`config.mk`:
```
export PLATFORM = sky130hd
export DESIGN_NAME = mult8_rev_pipe
export DESIGN_NICKNAME = d
export VERILOG_FILES = /design/src/rtl/rev_pipe_pkg.sv /design/src/rtl/rev_fifo_core.sv /design/src/rtl/mult8_rev_pipe.sv
export SDC_FILE = /design/constraint.sdc
export NUM_CORES = 1
export LEC_CHECK = 0
export ABC_AREA = 1
export CORE_MARGIN = 10
export CORE_UTILIZATION = 35
export CTS_CLUSTER_DIAMETER = 100
export CTS_CLUSTER_SIZE = 10
export DETAILED_ROUTE_END_ITERATION = 10
export GPL_ROUTABILITY_DRIVEN = 0
export GPL_TIMING_DRIVEN = 0
export MAX_ROUTING_LAYER = met4
export PLACE_DENSITY = 0.64
export SYNTH_ARGS = -nofsm -noshare
export SYNTH_HDL_FRONTEND = slang
export SYNTH_SLANG_ARGS = --single-unit
```
`constraint.sdc`:
```
create_clock -name clk -period 2.8 [get_ports clk]
set_clock_uncertainty 0.2 [all_clocks]
set_input_delay 0.7 -clock clk [delete_from_list [all_inputs] [get_ports clk]]
set_output_delay 0.7 -clock clk [all_outputs]
set_load 0.03 [all_outputs]
```
`src/rtl/rev_pipe_pkg.sv`:
```
// ---------------------------------------------------------------------------
// rev_pipe_pkg
// Shared types for the reversible multiplier pipeline buffer.
//   dir_e         : stage direction (FWD = 0, BWD = 1)
//   pipe_state_e  : buffer control FSM states
//   PW_DEF/AW_DEF : default product / A pass-through widths
//   mult_entry_t  : one buffer entry {p, a_b} at the default widths
// ---------------------------------------------------------------------------
package rev_pipe_pkg;

  localparam int PW_DEF = 16;
  localparam int AW_DEF = 8;

  typedef enum logic {
    FWD = 1'b0,
    BWD = 1'b1
  } dir_e;

  typedef enum logic [1:0] {
    ST_FWD          = 2'd0,
    ST_BWD          = 2'd1,
    ST_DRAIN_TO_BWD = 2'd2,
    ST_DRAIN_TO_FWD = 2'd3
  } pipe_state_e;

  typedef struct packed {
    logic [PW_DEF-1:0] p;
    logic [AW_DEF-1:0] a_b;
  } mult_entry_t;

endpackage

```
`src/rtl/rev_fifo_core.sv`:
```
// ---------------------------------------------------------------------------
// rev_fifo_core
// DEPTH-entry circular buffer shared by both traffic directions.
//   clk, rst_n : clock, asynchronous active-low reset (control only)
//   push, din  : write request and data; ignored when full
//   pop        : read request; ignored when empty
//   dout       : head entry (meaningful only when !empty)
//   full, empty, count : occupancy status, all derived from registers
// Storage is not reset; only pointers and count are.
// ---------------------------------------------------------------------------
module rev_fifo_core #(
  parameter int DEPTH = 2,
  parameter int W     = 24
) (
  input  logic                     clk,
  input  logic                     rst_n,
  input  logic                     push,
  input  logic                     pop,
  input  logic [W-1:0]             din,
  output logic [W-1:0]             dout,
  output logic                     full,
  output logic                     empty,
  output logic [$clog2(DEPTH):0]   count
);

  localparam int PTR_W = $clog2(DEPTH);
  localparam int CNT_W = PTR_W + 1;

  logic [W-1:0]     mem [DEPTH];
  logic [PTR_W-1:0] wr_ptr;
  logic [PTR_W-1:0] rd_ptr;
  logic [CNT_W-1:0] cnt_q;
  logic             do_push;
  logic             do_pop;

  assign full    = (cnt_q == CNT_W'(DEPTH));
  assign empty   = (cnt_q == '0);
  assign do_push = push && !full;
  assign do_pop  = pop && !empty;
  assign dout    = mem[rd_ptr];
  assign count   = cnt_q;

  // storage write: data path, no reset
  always_ff @(posedge clk) begin
    if (do_push) begin
      mem[wr_ptr] <= din;
    end
  end

  // pointers wrap naturally because DEPTH is a power of two
  always_ff @(posedge clk or negedge rst_n) begin
    if (!rst_n) begin
      wr_ptr <= '0;
      rd_ptr <= '0;
      cnt_q  <= '0;
    end else begin
      if (do_push) begin
        wr_ptr <= wr_ptr + PTR_W'(1);
      end
      if (do_pop) begin
        rd_ptr <= rd_ptr + PTR_W'(1);
      end
      case ({do_push, do_pop})
        2'b10:   cnt_q <= cnt_q + CNT_W'(1);
        2'b01:   cnt_q <= cnt_q - CNT_W'(1);
        default: cnt_q <= cnt_q;
      endcase
    end
  end

endmodule

```
`src/rtl/mult8_rev_pipe.sv`:
```
// ---------------------------------------------------------------------------
// mult8_rev_pipe
// Bidirectional buffer directly after the reversible 8-bit multiplier.
// Forward traffic (product + A pass-through) goes up_* -> dn_*; backward
// traffic goes bk_in_* -> bk_out_* (feeding the multiplier's r_p / r_a_b).
// The stage direction `dir` only flips once the buffer has drained, so the
// multiplier never sees a direction change with entries in flight.
// Ports:
//   clk, rst_n          : clock, asynchronous active-low reset
//   dir_req             : requested direction (0 fwd, 1 bwd)
//   dir, dir_busy       : current direction, change pending
//   up_*  / dn_*        : forward input / output handshakes and data
//   bk_in_* / bk_out_*  : backward input / output handshakes and data
//   zero_a_err          : sticky, backward entry accepted with a_b == 0
//   occupancy           : current entry count
// All handshake outputs depend only on registered state, so there is no
// combinational path from any ready input to any ready output.
// ---------------------------------------------------------------------------
module mult8_rev_pipe
  import rev_pipe_pkg::*;
#(
  parameter int DEPTH = 2,
  parameter int PW    = PW_DEF,
  parameter int AW    = AW_DEF
) (
  input  logic                     clk,
  input  logic                     rst_n,
  input  logic                     dir_req,
  output logic                     dir,
  output logic                     dir_busy,
  input  logic                     up_valid,
  output logic                     up_ready,
  input  logic [PW-1:0]            up_p,
  input  logic [AW-1:0]            up_a_b,
  output logic                     dn_valid,
  input  logic                     dn_ready,
  output logic [PW-1:0]            dn_p,
  output logic [AW-1:0]            dn_a_b,
  input  logic                     bk_in_valid,
  output logic                     bk_in_ready,
  input  logic [PW-1:0]            bk_in_p,
  input  logic [AW-1:0]            bk_in_a_b,
  output logic                     bk_out_valid,
  input  logic                     bk_out_ready,
  output logic [PW-1:0]            bk_out_p,
  output logic [AW-1:0]            bk_out_a_b,
  output logic                     zero_a_err,
  output logic [$clog2(DEPTH):0]   occupancy
);

  localparam int EW = PW + AW;

  pipe_state_e           state;
  dir_e                  dir_q;
  logic                  err_q;
  logic                  fwd_side;
  logic                  fifo_push;
  logic                  fifo_pop;
  logic [EW-1:0]         fifo_din;
  logic [EW-1:0]         fifo_dout;
  logic                  fifo_full;
  logic                  fifo_empty;
  logic [$clog2(DEPTH):0] fifo_count;
  logic                  bk_push;

  // the output side keeps popping during a drain, so DRAIN_TO_BWD still
  // empties through dn_* and DRAIN_TO_FWD through bk_out_*
  assign fwd_side = (state == ST_FWD) || (state == ST_DRAIN_TO_BWD);

  assign up_ready     = (state == ST_FWD) && !fifo_full;
  assign bk_in_ready  = (state == ST_BWD) && !fifo_full;
  assign dn_valid     = fwd_side && !fifo_empty;
  assign bk_out_valid = !fwd_side && !fifo_empty;

  assign bk_push   = bk_in_valid && bk_in_ready;
  assign fifo_push = (up_valid && up_ready) || bk_push;
  assign fifo_pop  = (dn_valid && dn_ready) || (bk_out_valid && bk_out_ready);
  assign fifo_din  = (state == ST_FWD) ? {up_p, up_a_b} : {bk_in_p, bk_in_a_b};

  // data outputs read as zero whenever their valid is low
  assign dn_p       = dn_valid     ? fifo_dout[EW-1:AW] : '0;
  assign dn_a_b     = dn_valid     ? fifo_dout[AW-1:0]  : '0;
  assign bk_out_p   = bk_out_valid ? fifo_dout[EW-1:AW] : '0;
  assign bk_out_a_b = bk_out_valid ? fifo_dout[AW-1:0]  : '0;

  assign dir        = dir_q;
  assign dir_busy   = (state == ST_DRAIN_TO_BWD) || (state == ST_DRAIN_TO_FWD);
  assign zero_a_err = err_q;
  assign occupancy  = fifo_count;

  rev_fifo_core #(
    .DEPTH (DEPTH),
    .W     (EW)
  ) u_fifo (
    .clk   (clk),
    .rst_n (rst_n),
    .push  (fifo_push),
    .pop   (fifo_pop),
    .din   (fifo_din),
    .dout  (fifo_dout),
    .full  (fifo_full),
    .empty (fifo_empty),
    .count (fifo_count)
  );

  // direction FSM: a reverted request wins over a completed drain
  always_ff @(posedge clk or negedge rst_n) begin
    if (!rst_n) begin
      state <= ST_FWD;
      dir_q <= FWD;
    end else begin
      case (state)
        ST_FWD: begin
          if (dir_req) begin
            state <= ST_DRAIN_TO_BWD;
          end
        end
        ST_DRAIN_TO_BWD: begin
          if (!dir_req) begin
            state <= ST_FWD;
          end else if (fifo_empty) begin
            state <= ST_BWD;
            dir_q <= BWD;
          end
        end
        ST_BWD: begin
          if (!dir_req) begin
            state <= ST_DRAIN_TO_FWD;
          end
        end
        ST_DRAIN_TO_FWD: begin
          if (dir_req) begin
            state <= ST_BWD;
          end else if (fifo_empty) begin
            state <= ST_FWD;
            dir_q <= FWD;
          end
        end
        default: begin
          state <= ST_FWD;
          dir_q <= FWD;
        end
      endcase
    end
  end

  // sticky error: a zero A on the reverse path cannot be un-multiplied
  always_ff @(posedge clk or negedge rst_n) begin
    if (!rst_n) begin
      err_q <= 1'b0;
    end else if (bk_push && (bk_in_a_b == '0)) begin
      err_q <= 1'b1;
    end
  end

endmodule
```
==> results.cfg <==
[outcome]
status = finished, final reports clean

[grt]
use_met2 = 0.234
top_usage_layer = met2
grt_max_degree = 25
grt_first_pass_wirelength_um = 11700
grt.met1_usage = 0.146
grt_pass1_vias = 2245
met3_usage = 0.0310
grt_usage = 0.131
gr-total-overflow = 0
antenna_found_initial = 0

[pwr]
intPower_mw = 2.65
leakage_nw = 2.03
power_density_mw_per_mm2 = 1230
ir_worst_vdd_mv = 0.776
clockPowerShare = 0.103
p_seq_frac = 0.271
p_sw_mw = 2.44
power_switching_share = 0.479
pwr-share-comb = 0.626

[logic_synthesis]
synth-seq-area-share = 0.587
synth_edf_count = 48
yosys_warnings = 0
syn_area_per_cell_um2 = 10.1
synth_area_leaders = edfxtp_1 (52%), nand2_1 (11%), mux2i_1 (8.6%), nor2_1 (7.3%), dfrtp_1 (7.2%)
synth_cell_type_count = 22
synthMuxAreaShare = 0.0859
synth-simple-area-share = 0.232
synth_compound_area_frac = 0.0103
synth.most_common_cell = nand2_1
synth_seq_cells = 56
synthCells = 276
synth_top_area_cell = edfxtp_1
synth_fa_ha_area_frac = 0.00448
synth_top_family_by_area = simple AND/OR/NAND/NOR gates
syn_nets = 332
synth_common_cells = nand2_1 (85), nor2_1 (54), edfxtp_1 (48)
ys.flop_type = edfxtp_1
synth_xor_area_frac = 0.00627
syn_area_mm2 = 0.00280
async_flop_share = 0.143
synth_top_area_share = 0.516

[timing]
max-slew-margin-rel = 0.304
hold_viol_final = 0
tightest_slew_ps = 1040
hold_slack_ps = 284
rsz0062_at_grt = false
final.setup.tns_ps = 0
period_minus_slack_ps = 2650
period_share = 0.946
setup_viol = 0
maxSlewViolCount = 0
max_freq_mhz = 378

[hold_path]
hold_path_class = reg2reg

[floorplan]
die_h_um = 109
rows = 32
initial_core_util = 0.360
ioPinCount = 112
dieArea_mm2 = 0.0120
die_w_um = 109
core_area_mm2 = 0.00777

[cells_and_area]
n_antenna_cell = 0
areaGrowthSynthToFinish_pct = 47.8
drive_gt1_frac = 0.0884
fillers = 744
seqCellArea_mm2 = 0.00164
finalNetCount = 451
multi_input_area_um2 = 948

[clocking]
clockBufferDepth = 2
root_buffer = clkbuf_8
insertion_delay_ps = 310
post_cts_buffers = 0
cts_buffers = 5
clkTransAtPathRegs_ps = 100
h-tree-depth = 2
cts.sinks = 56
cts_tree = built

[drt]
routed_wl_um = 7780
antenna_left = 0
drc_errors = 0
wl_per_cell_um = 15.6
post_drt_via_cell_ratio = 4.45
drt_iter0_drc = 98
drt-pass1-iter-count = 5
routed-via-count = 2217

[job]
drv_cap = 0

[critical_path]
cp_data_arrival_time_ps = 1750
cp_max_fo = 10
critical_path_required_ps = 1900
cp-end-kind = output port
crit_type = reg2out
start_kind = flip-flop

[placement]
port_buffers = 111
dp_hpwl_um = 5990
==> flip-flops by register name, summed over array words and instances, names as in the netlist, named ones only <==
name	cells
u_fifo.rd_ptr	1
dir	1
state	1
u_fifo.mem	48
zero_a_err	1
u_fifo.wr_ptr	1
u_fifo.count	2
==> critical path: stages (launching register included) <==
cell,delay (ps)
dfrtp_1,330
buf_4,180
buf_6,200
mux2i_1,300
nor2_1,60
dlygate4sd2_1,360
==> cell usage in the layout (no fill, tap or decap), types with 2 or more instances in the layout <==
cell and instances:
nor2_2 2, inv_2 4, dlymetal6s2s_1 10, nand2_1 85, o21ai_0 4, buf_6 9
mux2i_1 24, nand3_1 7, nor2_1 54, clkdlybuf4s50_1 59, clkbuf_8 5, dfrtp_1 8
inv_1 15, nand2_4 3, edfxtp_1 48, clkbuf_1 2, dlygate4sd2_1 41, buf_4 3
nand3_2 2
==> layer usage <==
layer	vias up	routed length, um
li1	1131	-
met1	1024	3130
met2	58	4150
met3	4	448
met4	0	58
met5	-	0
==> cell type report <==
type                            count  share of cell area
Timing Repair Buffer              112               0.266
Tap cell                          102              0.0309
Sequential cell                    56               0.397
Multi-Input combinational cell    187               0.230
Buffer                             13              0.0309
Clock buffer                        6              0.0176
Clock inverter                      2             0.00848
Inverter                           20              0.0188
==> final timing paths <==
path | from | endpoint | slack [ps] | cells past startpoint
setup / recovery | u_fifo.rd_ptr | dn_p[4] | 150 | 5
hold / removal | zero_a_err | zero_a_err | 280 | 2
setup reg to reg | state[1] | u_fifo.mem[0][22] | 480 | 5
hold reg to reg | zero_a_err | zero_a_err | 280 | 2
max in group asynchronous | rst_n | zero_a_err | 1650 | 1
min in group asynchronous | rst_n | u_fifo.count[0] | 470 | 1
==> power groups by stage <==
stage | clock network, mW | logic [mW] | registers (mW)
CTS | 0.532 | 3.26 | 1.39
global placement | 0 | 3.44 | 1.39
floorplan | 0 | 2.13 | 1.43
detailed placement | 0 | 3.48 | 1.41
finish | 0.523 | 3.18 | 1.38
global route | 0.572 | 3.45 | 1.41
==> stage by stage <==
step | util | power, mW | std cells | area, um^2 | setup WS, ps
after CTS | 0.526 | 5.18 | 497 | 4090 | 1.13
after global routing | 0.532 | 5.43 | 498 | 4130 | 16.7
after floorplan | - | 3.56 | 276 | 2800 | 481
after detailed placement | 0.519 | 4.88 | 489 | 4030 | -280
after global placement | 0.519 | 4.83 | 489 | 4030 | -274
final | 0.532 | 5.09 | 498 | 4130 | 151
==> logic make-up (layout without fill, tap and decap cells) <==
logic type / after synthesis / count (layout)
xor+xnor: 2 / 2
fa+ha+maj: 1 / 1
flops: 56 / 56
buf+inv: 33 / 153
compound gates: 5 / 5
simple gates: 155 / 155
mux: 24 / 24
==> repair_timing <==
| action | CTS | global route |
|---|---|---|
| hold buffers | 0 | 0 |
| resized for setup | 42 | 11 |
| pin swaps | 0 | 0 |
| setup endpoints to repair | 42 | 11 |
| gates cloned | 0 | 0 |
Note: power is estimated with default switching activity, not from simulation.
